===== config.mk =====
export PLATFORM = sky130hd
export DESIGN_NAME = fp16_add_seq
export DESIGN_NICKNAME = d
export VERILOG_FILES = /design/src/rtl/fp16_pkg.sv /design/src/rtl/fp16_norm_detect.sv /design/src/rtl/fp16_add_seq.sv
export SDC_FILE = /design/constraint.sdc
export NUM_CORES = 1
export LEC_CHECK = 0
export BUFFER_PORTS_ARGS = -buffer_cell sky130_fd_sc_hd__buf_2
export CORE_MARGIN = 1
export CORE_UTILIZATION = 55
export CTS_CLUSTER_SIZE = 30
export DETAILED_ROUTE_END_ITERATION = 6
export HOLD_SLACK_MARGIN = 0.05
export PLACE_DENSITY = 0.86
export SLEW_MARGIN = 20
export SYNTH_ARGS = -nofsm -noshare
export SYNTH_HDL_FRONTEND = slang
export SYNTH_SLANG_ARGS = --single-unit

===== constraint.sdc =====
create_clock -name clk -period 5.8 [get_ports clk]
set_input_delay 0.29 -clock clk [delete_from_list [all_inputs] [get_ports clk]]
set_output_delay 0.29 -clock clk [all_outputs]
set_load 0.005 [all_outputs]

===== src/rtl/fp16_pkg.sv =====
// Shared types and constants for the binary16 add sequencer.
// Holds the FSM state encoding and the unpacked-operand record latched at accept.
package fp16_pkg;

  localparam int EXP_W = 5;
  localparam int MAN_W = 10;
  localparam int BIAS  = 15;

  localparam logic [15:0] QNAN = 16'h7E00;
  localparam logic [15:0] PINF = 16'h7C00;

  typedef enum logic [2:0] {
    IDLE  = 3'd0,
    ALIGN = 3'd1,
    ADD   = 3'd2,
    NORM  = 3'd3,
    DONE  = 3'd4
  } state_t;

  typedef struct packed {
    logic             sign;
    logic [EXP_W-1:0] exp;
    logic [MAN_W:0]   mant;
    logic             is_zero;
    logic             is_inf;
    logic             is_nan;
  } op_t;

  // Subnormals (exp==0) are flushed to zero; exp==31 marks inf/NaN.
  function automatic op_t unpack(input logic [15:0] x);
    op_t o;
    o.sign    = x[15];
    o.exp     = x[14:10];
    o.is_zero = (x[14:10] == '0);
    o.is_inf  = (x[14:10] == '1) && (x[9:0] == '0);
    o.is_nan  = (x[14:10] == '1) && (x[9:0] != '0);
    o.mant    = o.is_zero ? '0 : {1'b1, x[9:0]};
    return o;
  endfunction

endpackage


===== src/rtl/fp16_norm_detect.sv =====
// Priority encoder turning the 12-bit mantissa sum into a normalization shift.
// dir=1 means one right shift (carry out); otherwise shamt is the left shift to bit 10.
module fp16_norm_detect
  import fp16_pkg::*;
(
  input  logic [MAN_W+1:0] sum,
  output logic             dir,
  output logic [3:0]       shamt,
  output logic             zero
);

  always_comb begin
    dir   = sum[MAN_W+1];
    zero  = (sum == '0);
    shamt = 4'd0;
    if (sum[MAN_W+1]) begin
      shamt = 4'd1;
    end else begin
      // Ascending scan: the highest set bit writes last and wins.
      for (int i = 0; i <= MAN_W; i++) begin
        if (sum[i]) shamt = 4'(MAN_W - i);
      end
    end
  end

endmodule


===== src/rtl/fp16_add_seq.sv =====
// Multi-cycle binary16 adder: accept, ALIGN, ADD, NORM, DONE, one state per cycle.
// Truncating, flush-to-zero; one operation in flight, result held until out_ready.
module fp16_add_seq
  import fp16_pkg::*;
(
  input  logic        clk,
  input  logic        rst,
  input  logic        in_valid,
  output logic        in_ready,
  input  logic [15:0] a,
  input  logic [15:0] b,
  output logic        out_valid,
  input  logic        out_ready,
  output logic [15:0] result,
  output logic        busy
);

  state_t state, state_nxt;

  op_t              op_a, op_b;
  logic [15:0]      raw_a, raw_b;
  logic             sign_r, sub_r;
  logic [EXP_W-1:0] exp_r;
  logic [MAN_W:0]   m_l, m_s;
  logic [MAN_W+1:0] sum_r;

  always_ff @(posedge clk) begin
    if (rst) state <= IDLE;
    else     state <= state_nxt;
  end

  always_comb begin
    state_nxt = state;
    case (state)
      IDLE:    if (in_valid) state_nxt = ALIGN;
      ALIGN:   state_nxt = ADD;
      ADD:     state_nxt = NORM;
      NORM:    state_nxt = DONE;
      DONE:    if (out_ready) state_nxt = IDLE;
      default: state_nxt = IDLE;
    endcase
  end

  assign in_ready  = (state == IDLE);
  assign busy      = (state != IDLE);
  assign out_valid = (state == DONE);

  // Alignment: larger magnitude by {exp, frac}; ties keep A as the larger.
  logic             a_ge;
  op_t              op_l, op_s;
  logic [EXP_W-1:0] d;
  logic [MAN_W:0]   m_s_sh;

  always_comb begin
    a_ge   = {op_a.exp, op_a.mant[MAN_W-1:0]} >= {op_b.exp, op_b.mant[MAN_W-1:0]};
    op_l   = a_ge ? op_a : op_b;
    op_s   = a_ge ? op_b : op_a;
    d      = op_l.exp - op_s.exp;
    m_s_sh = (d >= EXP_W'(MAN_W + 2)) ? '0 : (op_s.mant >> d);
  end

  logic                   n_dir, n_zero;
  logic [3:0]             n_shamt;
  logic [MAN_W+1:0]       sum_shl;
  logic [MAN_W:0]         mant_n;
  logic signed [EXP_W+1:0] exp_n;
  logic [15:0]            norm_res, spec_res;
  logic                   spec_hit;

  fp16_norm_detect u_norm (
    .sum   (sum_r),
    .dir   (n_dir),
    .shamt (n_shamt),
    .zero  (n_zero)
  );

  always_comb begin
    sum_shl = sum_r << n_shamt;
    mant_n  = n_dir ? sum_r[MAN_W+1:1] : sum_shl[MAN_W:0];
    exp_n   = n_dir ? $signed({2'b00, exp_r}) + 7'sd1
                    : $signed({2'b00, exp_r}) - $signed({3'b000, n_shamt});
    if (n_zero)             norm_res = 16'h0000;
    else if (exp_n >= 7'sd31) norm_res = {sign_r, PINF[14:0]};
    else if (exp_n <= 7'sd0)  norm_res = {sign_r, 15'h0000};
    else                    norm_res = {sign_r, exp_n[EXP_W-1:0], mant_n[MAN_W-1:0]};

    spec_hit = 1'b1;
    spec_res = QNAN;
    if (op_a.is_nan || op_b.is_nan)                               spec_res = QNAN;
    else if (op_a.is_inf && op_b.is_inf && op_a.sign != op_b.sign) spec_res = QNAN;
    else if (op_a.is_inf)                                         spec_res = {op_a.sign, PINF[14:0]};
    else if (op_b.is_inf)                                         spec_res = {op_b.sign, PINF[14:0]};
    else if (op_a.is_zero && op_b.is_zero)                        spec_res = {op_a.sign & op_b.sign, 15'h0000};
    else if (op_a.is_zero)                                        spec_res = raw_b;
    else if (op_b.is_zero)                                        spec_res = raw_a;
    else                                                          spec_hit = 1'b0;
  end

  always_ff @(posedge clk) begin
    if (rst) begin
      op_a   <= '0;
      op_b   <= '0;
      raw_a  <= '0;
      raw_b  <= '0;
      sign_r <= 1'b0;
      sub_r  <= 1'b0;
      exp_r  <= '0;
      m_l    <= '0;
      m_s    <= '0;
      sum_r  <= '0;
      result <= 16'h0000;
    end else begin
      case (state)
        IDLE: if (in_valid) begin
          op_a  <= unpack(a);
          op_b  <= unpack(b);
          raw_a <= a;
          raw_b <= b;
        end
        ALIGN: begin
          sign_r <= op_l.sign;
          sub_r  <= op_l.sign ^ op_s.sign;
          exp_r  <= op_l.exp;
          m_l    <= op_l.mant;
          m_s    <= m_s_sh;
        end
        ADD:  sum_r  <= sub_r ? ({1'b0, m_l} - {1'b0, m_s}) : ({1'b0, m_l} + {1'b0, m_s});
        NORM: result <= spec_hit ? spec_res : norm_res;
        default: ;
      endcase
    end
  end

endmodule


Word-level counts from Yosys, hierarchy flattened
Index checks and enable logic that the tools add are counted.
{"block": "totals", "input_bits": 36, "word_cells": 104, "register_bits": 132, "out_inout_bits": 19}
{"block": "op_classes", "mux": 41, "magnitude_cmp": 4, "addsub": 5, "n_shift": 2, "n_eq_ne": 9, "n_reduce_logical": 19, "n_bitwise": 2}
{"cell": "16-bit two-way mux", "count": 9}
{"cell": "4-bit two-way mux", "count": 12}
{"cell": "20-bit two-way mux", "count": 2}
{"cell": "11-bit two-way mux", "count": 3}
{"cell": "15-bit two-way mux", "count": 2}
{"cell": "10-bit zero test", "count": 2}
{"cell": "10-bit nonzero test", "count": 2}
{"cell": "15-bit greater-or-equal comparator", "count": 1}
{"cell": "3-bit one-hot mux with 5 select lines", "count": 1}
{"cell": "11-bit by 11-bit adder with 12-bit output", "count": 1}
{"cell": "12-bit zero test", "count": 1}
{"cell": "12-bit two-way mux", "count": 1}
{"cell": "12-bit by 4-bit left shift with 10-bit output", "count": 1}
{"cell": "11-bit by 11-bit subtractor with 12-bit output", "count": 1}
{"cell": "11-bit by 5-bit >> shifter with 11-bit output", "count": 1}
{"cell": "5-bit equality test, second input constant", "count": 2}
{"cell": "5-bit zero test", "count": 2}
{"cell": "10-bit two-way mux", "count": 1}
{"cell": "7-bit by 6-bit greater-or-equal comparator with 1-bit output, second input constant", "count": 1}
{"cell": "7-bit by 1-bit less-or-equal comparator with 1-bit output, second input constant", "count": 1}
{"cell": "1-bit logical AND", "count": 7}
{"cell": "1-bit two-way mux", "count": 7}
{"cell": "7-bit two-way mux", "count": 1}
{"cell": "5-bit by 1-bit adder with 6-bit output, second input constant", "count": 1}
{"cell": "other kinds (16)", "count": 19}

Depth between registers and ports, before layout
Gate-level depths: netlist of the first run.
{"block": "logic_depth", "ltp_word": 19, "depth_mapped": 18, "depth_no_buf": 16}

Hierarchy
A second synthesis of the first run with hierarchy kept.
{"block": "unflattened", "cells_unflattened": 912, "area_unflattened_um2": 7160.6}
{"module": "fp16_add_seq", "cells_each": 887, "area_per_inst_um2": 7009.2, "n_inst": 1}
{"module": "fp16_norm_detect", "cells_each": 25, "area_per_inst_um2": 151.4, "n_inst": 1}

Worst setup path after synthesis of the first run
No wires, ideal clock.
{"block": "synth_path", "kind": "register -> register", "startpoint": "register sum_r[11]", "endpoint": "register result[0]", "stages_incl_launch_ff": 15, "arrival_time_ns": 3.679, "path_buffers": 2, "setup_slack_ns": 2.036, "setup_ns": 0.086, "path_cell_list": "dfxtp_1 clkbuf_1 or3_1 nor4_1 inv_1 ha_1 o21ai_0 nand2b_1 a2111o_1 nor2b_1 a31oi_1 and2_1 clkbuf_1 a21oi_1 a211oi_1"}
{"block": "synth_via", "elab_chain_cells": 8}
{"element": "from (decl)", "line": "fp16_add_seq.sv:25", "text": "logic [MAN_W+1:0] sum_r;"}
{"element": "from (signal assigned)", "line": "fp16_add_seq.sv:127", "text": "ADD: sum_r <= sub_r ? ({1'b0, m_l} - {1'b0, m_s}) : ({1'b0, m_l} + {1'b0, m_s});"}
{"element": "4-bit two-way mux", "line": "fp16_norm_detect.sv:16", "text": "if (sum[MAN_W+1]) begin"}
{"element": "5-bit by 4-bit subtractor with 6-bit output", "line": "fp16_add_seq.sv:81", "text": ": $signed({2'b00, exp_r}) - $signed({3'b000, n_shamt});"}
{"element": "7-bit two-way mux", "line": "fp16_add_seq.sv:80", "text": "exp_n = n_dir ? $signed({2'b00, exp_r}) + 7'sd1"}
{"element": "7-bit by 1-bit less-or-equal comparator with 1-bit output", "line": "fp16_add_seq.sv:84", "text": "else if (exp_n <= 7'sd0) norm_res = {sign_r, 15'h0000};"}
{"element": "15-bit two-way mux", "line": "fp16_add_seq.sv:84"}
{"element": "15-bit two-way mux", "line": "fp16_add_seq.sv:83", "text": "else if (exp_n >= 7'sd31) norm_res = {sign_r, PINF[14:0]};"}
{"element": "16-bit two-way mux *", "line": "fp16_add_seq.sv:82", "text": "if (n_zero) norm_res = 16'h0000;"}
{"element": "16-bit two-way mux *", "line": "fp16_add_seq.sv:128", "text": "NORM: result <= spec_hit ? spec_res : norm_res;"}
{"element": "to (signal assigned)", "line": "fp16_add_seq.sv:128"}
{"element": "to (decl)", "line": "fp16_add_seq.sv:14", "text": "output logic [15:0] result,"}
Every way passes the cells marked *; elsewhere a longest branch is shown, timed or not.
A chain may end at the register's enable or synchronous reset.

Worst setup path in the final report of the first run
Same ends and word-level chain as after synthesis.

==> insert_results.sql, run 1 <==
INSERT INTO impl_metrics (metric_group, metric, value, unit) VALUES
('grt', 'grt_pass1_wl', '31.5', 'mm'),
('placement', 'dp.final_hpwl', '14.2', 'mm'),
('power_and_ir_drop', 'vdd_ir_drop_max', '0.227', 'mV'),
('sta', 'rsz_0062_raised_after_global_routing', 'no', ''),
('detailed_routing', 'wl_per_cell', '17.5', 'um'),
('detailed_routing', 'route.detailed.drc', '0', ''),
('placement', 'port-buffer-count', '54', ''),
('critical_path', 'crit_path_end_kind', 'register', ''),
('worst_hold_path', 'whs_path_depth', '3', ''),
('yosys', 'synth.distinct_cells', '68', ''),
('cts', 'skew_pair_late_insertion_delay', '0.42', 'ns'),
('worst_hold_path', 'hold_path_start', 'a[15]', ''),
('detailed_routing', 'route.vias.total', '7091', ''),
('critical_path', 'crit_path_arrival_time', '4.88', 'ns'),
('critical_path', 'worst-path-max-fanout', '29', ''),
('yosys', 'synth_area_leader_cell', 'dfxtp_1', ''),
('detailed_routing', 'detail_route.vias_per_cell', '6.20', ''),
('floorplan', 'initial_core_util', '56.9', '%'),
('final_layout', 'antenna-diode-count', '0', ''),
('critical_path', 'worst_path_largest_cell_delay', '0.81', 'ns'),
('final_layout', 'fin_nets', '1031', ''),
('final_layout', 'total_of_fill_cells_in_the_finished_design', '1076', ''),
('sta', 'worst_hold_slack_across_all_endpoints', '0.104', 'ns'),
('detailed_routing', 'detail_route.iter0.violations', '788', ''),
('yosys', 'ys_ff_latch', '120', ''),
('yosys', 'syn-instance-count', '931', ''),
('grt', 'grt_start_max_net_pins', '90', ''),
('cts', 'cts_inserted_buffers', '17', ''),
('grt', 'globalRoute.totalOverflow', '0', ''),
('floorplan', 'die-height', '117', 'um'),
('run_status', 'status', 'complete, no violations', ''),
('power_and_ir_drop', 'p_seq_share', '30.3', '%'),
('floorplan', 'floorplan.rows', '41', ''),
('sta', 'finalSetupViolations', '0', ''),
('yosys', 'yosys-top-cells-area', 'dfxtp_1, nand2_1, a21oi_1', ''),
('cts', 'holdBufCountCts', '0', ''),
('yosys', 'yosys.area.top_type_share', '33.1', '%'),
('power_and_ir_drop', 'power.share.clock', '31.7', '%'),
('sta', 'period_share', '78.5', '%'),
('grt', 'initial_antenna_violation_count', '0', ''),
('yosys', 'synth_fp_nets', '1003', ''),
('final_layout', 'layout_commonest_cell', 'dfxtp_1', ''),
('critical_path', 'worst_endpoint_required_time', '6.13', 'ns'),
('sta', 'final.min_clock_period', '4.55', 'ns'),
('critical_path', 'critPathLaunchType', 'register', ''),
('yosys', 'synth_enable_flop_cells', '0', ''),
('power_and_ir_drop', 'p_total', '3.22', 'mW'),
('sta', 'final_hold_vios', '0', ''),
('cts', 'cts.reportedPaths.clkPinSlew', '0.06', 'ns'),
('yosys', 'syn_std_cell_area', '7270', 'um^2'),
('critical_path', 'reg2reg_to', 'result[0]', ''),
('power_and_ir_drop', 'cellInternalPower', '1.99', 'mW'),
('placement', 'globalplace.congestion', '0.929', ''),
('critical_path', 'reg2regPathDepth', '12', ''),
('yosys', 'synthesis_warning_total', '0', ''),
('cts', 'tritoncts', 'built', ''),
('sta', 'setup_total_negative_slack', '0', 'ns'),
('final_layout', 'layout-drive-gt1-share', '12.0', '%'),
('yosys', 'seq_area_frac_synth', '33.1', '%'),
('sta', 'tightest_slew', '0.969', 'ns'),
('worst_hold_path', 'whs_endpoint', 'op_a[19]', ''),
('final_layout', 'flow.area_growth_from_synthesis', '12.5', '%'),
('floorplan', 'core', '12800', 'um^2'),
('detailed_routing', 'detail-route-antenna-nets', '0', ''),
('power_and_ir_drop', 'share_of_total_power_in_combinational_logic', '38.0', '%'),
('floorplan', 'pin_count', '55', ''),
('critical_path', 'crit_chain', 'or3_1, nor4_1, inv_1, ha_1, o21ai_0, nand2b_1, a2111o_1, nor2b_1, a31oi_1, and2_1, a21oi_1, a211oi_1', ''),
('cts', 'number_of_h_tree_levels', '4', ''),
('cts', 'cts_setup_buffers', '0', ''),
('final_layout', 'layout.core_utilization', '64.0', '%'),
('critical_path', 'worst_path_max_delay_cell', 'nor4_1', '');
[cells in the mapped netlist (all sizes together) (8+ instances only)]
cell	count
inv	41
nor2	111
a22oi	37
nand3	17
nor2b	8
nor3	20
nand2	120
mux2i	34
xnor2	19
o21ai	58
nand2b	8
dfxtp	120
clkbuf	50
ha	34
a211oi	23
a21oi	88
nor4	14
[critical path, delay by kind of cell (launching register included)]
kind	cells	cell delay, ns
compound gates	5	1.16
fa+ha+maj	1	0.41
buf+inv	1	0.26
flops	1	0.61
simple gates	5	2.03
[cell type report]
class,count,area (um^2),share of cell area [%]
flip-flops and latches,120,2400,29.4
clock inverters,14,138,1.68
inverters,42,158,1.93
multi-input cells,715,4500,55.0
well taps,172,215,2.63
repair buffers,63,338,4.13
clock buffers,18,429,5.25
[power groups by stage]
stage	Sequential, mW	Clock (mW)	Combinational [mW]
after floorplan	0.953	0	0.971
after global placement	0.984	0	1.16
after detailed placement	0.987	0	1.19
after CTS	0.970	1.02	1.21
after global routing	0.982	1.06	1.35
final	0.973	1.02	1.22
[flip-flops by register name, indices dropped and copies added, names as in the netlist]
| name | cells |
|---|---|
| exp_r | 5 |
| op_a | 19 |
| m_s | 11 |
| raw_a | 11 |
| raw_b | 11 |
| op_b | 19 |
| sub_r | 1 |
| state | 3 |
| m_l | 11 |
| sign_r | 1 |
| sum_r | 12 |
| result | 16 |
[stage by stage]
stage,instance area (um^2),worst slack (ns)
floorplan,7270,2.04
finish,8180,1.25
CTS,8180,1.34
global route,8180,0.945
global placement,7610,1.63
detailed placement,7610,1.46
[cells by family (layout without fill, tap and decap cells)]
logic type               Yosys count  in the layout  synth area share, %
AO/OA/AOI/OAI                    268            268                 23.4
AND/OR/NAND/NOR                  341            341                 21.3
adder cells (fa/ha/maj)           36             36                 6.41
multiplexers                      48             48                 7.99
buffers and inverters             96            137                 5.20
flip-flops                       120            120                 33.1
XOR/XNOR                          22             22                 2.65
[routing by layer]
layer  up-vias  GRT usage, %  part of all wire [%]
li1       3408             -                     -
met1      3290          38.9                    42
met2       327          48.4                    46
met3        66          6.02                   8.0
met4         0          15.1                   4.3
met5         -             0                     0
[worst max path at each step]
stage,slack [ns],cells after the start,startpoint,end
finish,1.25,12,sum_r[11],result[0]
global route,0.95,12,sum_r[11],result[1]
CTS,1.34,12,sum_r[11],result[1]
detailed placement,1.46,12,sum_r[11],result[1]
global placement,1.63,12,sum_r[11],result[1]
floorplan,2.04,14,sum_r[11],result[0]
(Power assumes the default switching activity.)
==> run 2, diff against run 1 <==
Clock period 5.8 ns to 4.6 ns, I/O delays scaled along.
==> run 2 against run 1 <==
Net effect: the flow now finishes with violations (DRC); routed wire length grew 2.4%; non-clock buffer count increased by 4; cell count is 0.26% higher; total power increased by 33%; setup slack worse by 0.63 ns; critical path type unchanged; clock-buffer cell count fell by 1; die area is the same; combinational power is 30% higher; clock power grew 44%; clock skew is 0.0041 ns higher.
==> insert_results.sql, run 2 (synthesized netlist as in run 1, its figures left out) <==
INSERT INTO impl_metrics (metric_group, metric, value, unit) VALUES
('run_status', 'status', 'complete, but fails checks', ''),
('run_status', 'failing_checks', 'DRC', ''),
('cts', 'cts.reportedPaths.clkPinSlew', '0.06', 'ns'),
('sta', 'tightest_slew', '0.825', 'ns'),
('cts', 'cts_inserted_buffers', '17', ''),
('sta', 'rsz_0062_raised_after_global_routing', 'no', ''),
('cts', 'holdBufCountCts', '1', ''),
('cts', 'cts_setup_buffers', '0', ''),
('power_and_ir_drop', 'p_per_area', '515', 'nW/um^2'),
('critical_path', 'crit_path_arrival_time', '4.33', 'ns'),
('critical_path', 'critPathLaunchType', 'register', ''),
('sta', 'final.setup.worst_slack', '0.615', 'ns'),
('power_and_ir_drop', 'vdd_ir_drop_max', '0.373', 'mV'),
('final_layout', 'top_regs', 'op_a: 19 flops, op_b: 19 flops, result: 16 flops', ''),
('detailed_routing', 'detail_route.iter0.violations', '768', ''),
('detailed_routing', 'dr.pass1.iters', '7', ''),
('detailed_routing', 'drt_wl_total', '20.5', 'mm'),
('sta', 'finalSetupViolations', '0', ''),
('power_and_ir_drop', 'p_leak', '3.28', 'nW'),
('grt', 'gr-usage-all-layers', '31.0', '%'),
('detailed_routing', 'detail_route.vias_per_cell', '6.25', ''),
('cts', 'cts_repair_resize_count', '0', ''),
('placement', 'dp.final_hpwl', '14.3', 'mm'),
('detailed_routing', 'route.vias.total', '7164', ''),
('placement', 'placedInstanceArea', '7630', 'um^2'),
('sta', 'fmax', '0.251', 'GHz'),
('final_layout', 'fin_nets', '1035', ''),
('floorplan', 'floorplan.rows', '41', ''),
('floorplan', 'die-width', '117', 'um'),
('floorplan', 'floorplan.die_area', '13700', 'um^2'),
('sta', 'final_hold_vios', '0', ''),
('sta', 'setup_total_negative_slack', '0', 'ns'),
('final_layout', 'finalNonFillerCells', '1147', ''),
('placement', 'place_ws', '0.742', 'ns'),
('cts', 'clock_tree.root_cell', 'clkbuf_16', ''),
('cts', 'skew_pair_late_insertion_delay', '0.43', 'ns'),
('sta', 'finalClockSkew', '0.0108', 'ns'),
('floorplan', 'core', '12800', 'um^2'),
('final_layout', 'total_of_fill_cells_in_the_finished_design', '1070', ''),
('placement', 'dp_cells', '1115', ''),
('grt', 'grt_pass1_wl', '32.0', 'mm'),
('placement', 'port-buffer-count', '54', ''),
('grt', 'initial_antenna_violation_count', '0', ''),
('power_and_ir_drop', 'p_total', '4.27', 'mW'),
('floorplan', 'initial_core_util', '56.9', '%'),
('sta', 'final.min_clock_period', '3.99', 'ns'),
('detailed_routing', 'route.detailed.drc', '3', ''),
('cts', 'number_of_h_tree_levels', '4', ''),
('critical_path', 'worst-path-max-fanout', '16', ''),
('detailed_routing', 'detail-route-antenna-nets', '0', ''),
('floorplan', 'pin_count', '55', ''),
('grt', 'globalRoute.totalOverflow', '0', ''),
('sta', 'timing.max_slew.rel_slack', '44.9', '%'),
('final_layout', 'layout_commonest_cell', 'dfxtp_1', ''),
('job', 'cap_violations', '0', ''),
('floorplan', 'die-height', '117', 'um'),
('cts', 'cts_buffer_depth', '2', ''),
('final_layout', 'antenna-diode-count', '0', ''),
('sta', 'period_share', '86.6', '%'),
('final_layout', 'multiInputGateArea', '4500', 'um^2'),
('placement', 'globalplace.congestion', '0.956', ''),
('final_layout', 'layout-drive-gt1-share', '12.3', '%'),
('cts', 'tritoncts', 'built', ''),
('detailed_routing', 'wl_per_cell', '17.8', 'um'),
('grt', 'grt_start_max_net_pins', '62', ''),
('sta', 'final_number_of_max_transition_violations', '0', ''),
('final_layout', 'flow.area_growth_from_synthesis', '14.1', '%'),
('critical_path', 'setup.worst_path.class', 'reg2reg', ''),
('final_layout', 'regArea', '2400', 'um^2'),
('worst_hold_path', 'worstHoldPathType', 'in2reg', ''),
('grt', 'number_of_global_route_vias_before_repair', '6251', ''),
('final_layout', 'finish.instance_area', '8290', 'um^2'),
('cts', 'cts.sinks', '120', ''),
('critical_path', 'crit_path_end_kind', 'register', ''),
('critical_path', 'worst_endpoint_required_time', '4.95', 'ns'),
('final_layout', 'final_cell_mix', 'dfxtp_1, nand2_1, nor2_1, a21oi_1, o21ai_0', '');
==> run 2: cell count changes in the layout (fill, tap and decap cells not counted), sizes merged <==
| cell | change |
|---|---|
| buf | +3 |
| clkinvlp | +1 |
| clkinv | +1 |
| inv | -6 |
| clkbuf | -1 |
| dlygate4sd3 | +1 |
| bufinv | +4 |
==> run 2: cell type report <==
class                           count  area share [%]
Timing Repair Buffer               67            4.47
Multi-Input combinational cell    715            54.2
Tap cell                          172            2.60
Clock buffer                       17            5.13
Clock inverter                     14            2.70
Sequential cell                   120            29.0
Inverter                           42            1.90
==> run 2: worst paths after layout <==
path                            depth (start not counted)     start  slack (ns)        to
worst max-delay path                                   10   op_b[8]        0.61   m_s[10]
worst min-delay path                                    3     b[15]        0.06  op_b[19]
worst max register to register                         10   op_b[8]        0.61   m_s[10]
worst min register to register                          2  raw_b[1]        0.46  raw_b[1]
==> run 2: through the flow <==
stage	hold slack, ns	util (%)
2_1_floorplan	0.366	-
3_3_place_gp	0.442	59.7
3_5_place_dp	0.446	59.7
4_1_cts	0.0571	64.9
5_1_grt	0.0714	64.9
6_report	0.0635	64.9
==> run 2: where the power goes <==
group	switching [mW]	internal (mW)	total, mW
combinational	0.933	0.644	1.58
clock	0.510	0.963	1.47
sequential	0.0949	1.12	1.22
==> run 2: worst max-delay path, stage by stage, from the launching register on <==
cell,delay (ns)
dfxtp_1,0.36
inv_1,0.07
ha_1,0.32
a2111o_1,0.42
o21ai_1,0.31
nand3_2,0.37
a2bb2oi_1,0.40
ha_1,0.45
or3b_2,0.57
or4_1,0.49
a21oi_1,0.15
==> run 2: routing by layer <==
layer  GRT usage, %  wire length [um]  vias to the layer above
met5              0                 0                        -
met4           13.4               783                        0
met3           5.87              1790                       66
met2           49.0              9210                      360
met1           41.5              8670                     3322
li1               -                 -                     3416
==> run 3, diff against run 2 <==
Settings changed: CORE_UTILIZATION 55 to 50, PLACE_DENSITY 0.86 to 0.8.
==> run 3 against run 2 <==
Net effect: the flow now finishes without violations; global-route usage decreased by 3.1 points; utilization decreased by 6.3 points; via count decreased by 2.2%; register-to-register slack improved by 0.03 ns; clock-buffer cell count increased by 1; cell area decreased by 0.72%; combinational power about the same; critical endpoint is now m_s[4].
==> insert_results.sql, run 3 (synthesized netlist as in run 1, its figures left out) <==
INSERT INTO impl_metrics (metric_group, metric, value, unit) VALUES
('power_and_ir_drop', 'vdd_ir_drop_max', '0.329', 'mV'),
('grt', 'gr-usage-all-layers', '27.9', '%'),
('critical_path', 'worst_path_max_delay_cell', 'xor2_1', ''),
('sta', 'rsz_0062_raised_after_global_routing', 'no', ''),
('floorplan', 'core', '14000', 'um^2'),
('critical_path', 'worst_endpoint_required_time', '4.93', 'ns'),
('floorplan', 'die-height', '123', 'um'),
('power_and_ir_drop', 'p_leak', '3.25', 'nW'),
('sta', 'period_share', '85.9', '%'),
('sta', 'final_number_of_max_transition_violations', '0', ''),
('sta', 'setup_total_negative_slack', '0', 'ns'),
('detailed_routing', 'dr.pass1.iters', '5', ''),
('detailed_routing', 'detail_route.iter0.violations', '817', ''),
('grt', 'grt_start_max_net_pins', '75', ''),
('placement', 'placedInstanceArea', '7640', 'um^2'),
('critical_path', 'crit_path_arrival_time', '4.28', 'ns'),
('cts', 'cts_inserted_buffers', '17', ''),
('sta', 'finalClockSkew', '0.0101', 'ns'),
('detailed_routing', 'drt_wl_total', '19.8', 'mm'),
('cts', 'cts.sinks', '120', ''),
('sta', 'fmax', '0.253', 'GHz'),
('worst_hold_path', 'worstHoldPathType', 'in2reg', ''),
('placement', 'dp_cells', '1123', ''),
('critical_path', 'worst-path-max-fanout', '16', ''),
('job', 'cap_violations', '0', ''),
('placement', 'dp.final_hpwl', '14.3', 'mm'),
('cts', 'clock_tree.root_cell', 'clkbuf_16', ''),
('cts', 'cts_buffer_depth', '2', ''),
('cts', 'tritoncts', 'built', ''),
('floorplan', 'floorplan.rows', '43', ''),
('critical_path', 'critPathLaunchType', 'register', ''),
('critical_path', 'crit_path_end_kind', 'register', ''),
('placement', 'port-buffer-count', '54', ''),
('grt', 'number_of_global_route_vias_before_repair', '6376', ''),
('detailed_routing', 'wl_per_cell', '17.1', 'um'),
('critical_path', 'crit_path_frequent_cell', 'ha_1', ''),
('critical_path', 'worst_path_largest_cell_delay', '0.55', 'ns'),
('cts', 'cts_repair_resize_count', '0', ''),
('sta', 'final.setup.worst_slack', '0.649', 'ns'),
('final_layout', 'layout-drive-gt1-share', '12.3', '%'),
('cts', 'cts_setup_buffers', '0', ''),
('grt', 'initial_antenna_violation_count', '0', ''),
('final_layout', 'multiInputGateArea', '4500', 'um^2'),
('grt', 'globalRoute.totalOverflow', '0', ''),
('floorplan', 'die-width', '123', 'um'),
('worst_hold_path', 'whs_path_depth', '3', ''),
('final_layout', 'finish.instance_area', '8230', 'um^2'),
('critical_path', 'setup.worst_path.class', 'reg2reg', ''),
('cts', 'holdBufCountCts', '2', ''),
('final_layout', 'finalNonFillerCells', '1157', ''),
('final_layout', 'fin_nets', '1036', ''),
('critical_path', 'buffer_and_inverter_count_on_the_worst_path', '2', ''),
('critical_path', 'critical_path.top_delay_family', 'simple AND/OR/NAND/NOR gates', ''),
('grt', 'grt_pass1_wl', '32.3', 'mm'),
('cts', 'number_of_h_tree_levels', '4', ''),
('detailed_routing', 'detail_route.vias_per_cell', '6.05', ''),
('floorplan', 'initial_core_util', '51.7', '%'),
('sta', 'final_hold_vios', '0', ''),
('final_layout', 'layout_commonest_cell', 'dfxtp_1', ''),
('detailed_routing', 'detail-route-antenna-nets', '0', ''),
('cts', 'cts.reportedPaths.clkPinSlew', '0.06', 'ns'),
('final_layout', 'antenna-diode-count', '0', ''),
('sta', 'final.min_clock_period', '3.95', 'ns'),
('final_layout', 'top_regs', 'op_a: 19 flops, op_b: 19 flops, result: 16 flops', ''),
('floorplan', 'pin_count', '55', ''),
('final_layout', 'total_of_fill_cells_in_the_finished_design', '1269', ''),
('power_and_ir_drop', 'p_per_area', '495', 'nW/um^2'),
('cts', 'skew_pair_late_insertion_delay', '0.43', 'ns'),
('sta', 'timing.max_slew.rel_slack', '47.8', '%'),
('floorplan', 'floorplan.die_area', '15000', 'um^2'),
('critical_path', 'reg2regPathDepth', '13', ''),
('placement', 'globalplace.congestion', '0.875', ''),
('placement', 'place_ws', '0.731', 'ns'),
('final_layout', 'final_cell_mix', 'dfxtp_1, nand2_1, nor2_1, a21oi_1, o21ai_0', ''),
('detailed_routing', 'route.detailed.drc', '0', ''),
('critical_path', 'cp.depth', '13', ''),
('detailed_routing', 'route.vias.total', '7003', ''),
('final_layout', 'flow.area_growth_from_synthesis', '13.3', '%'),
('critical_path', 'crit_chain', 'inv_1, ha_1, buf_4, nand4_1, nor4_1, o22ai_2, nand3_2, a2bb2oi_1, ha_1, nor3_1, xor2_1, mux2_2, o21ai_0', ''),
('sta', 'finalSetupViolations', '0', ''),
('run_status', 'status', 'complete, no violations', ''),
('sta', 'tightest_slew', '0.782', 'ns'),
('final_layout', 'regArea', '2400', 'um^2');
[run 3: cell count changes in the layout (fill, tap and decap cells not counted)]
cell / previous run / this run
bufinv_16: 5 / 1
clkbuf_1: 0 / 1
clkinvlp_4: 3 / 2
dlygate4sd3_1: 1 / 2
inv_6: 1 / 6
[run 3: where the power goes]
group          switching (mW)  leakage [nW]  internal [mW]
sequential             0.0962         0.979           1.12
clock                   0.533         0.275          0.756
combinational           0.918          2.00          0.643
[run 3: routing by layer]
metal / global-route usage (%) / up-vias / routed length, um
li1: - / 3434 / -
met1: 38.5 / 3240 / 8950
met2: 43.6 / 286 / 8980
met3: 4.32 / 43 / 1420
met4: 10.9 / 0 / 474
met5: 0 / - / 0
[run 3: worst paths after layout]
check,start,endpoint,slack (ns)
hold reg to reg,raw_a[1],raw_a[1],0.46
hold / removal,a[13],op_a[17],0.06
setup reg to reg,op_b[14],m_s[4],0.65
setup / recovery,op_b[14],m_s[4],0.65
[run 3: final cells by class]
class,count,share of cell area [%]
Inverter,42,1.92
Clock buffer,18,5.21
Clock inverter,14,1.70
Timing Repair Buffer,68,4.62
Multi-Input combinational cell,715,54.6
Tap cell,180,2.74
Sequential cell,120,29.2
[run 3: worst min-delay path, delay by kind of cell]
family | cells | cell delay, ns
buf+inv | 1 | 0.11
compound gates | 1 | 0.05
simple gates | 1 | 0.05
[run 3: through the flow]
step	util, %	power (mW)	hold WS (ns)
floorplan	-	2.43	0.366
CTS	58.6	4.06	0.0593
detailed placement	54.4	2.77	0.448
global placement	54.4	2.74	0.443
finish	58.6	4.07	0.0632
global route	58.6	4.30	0.0775
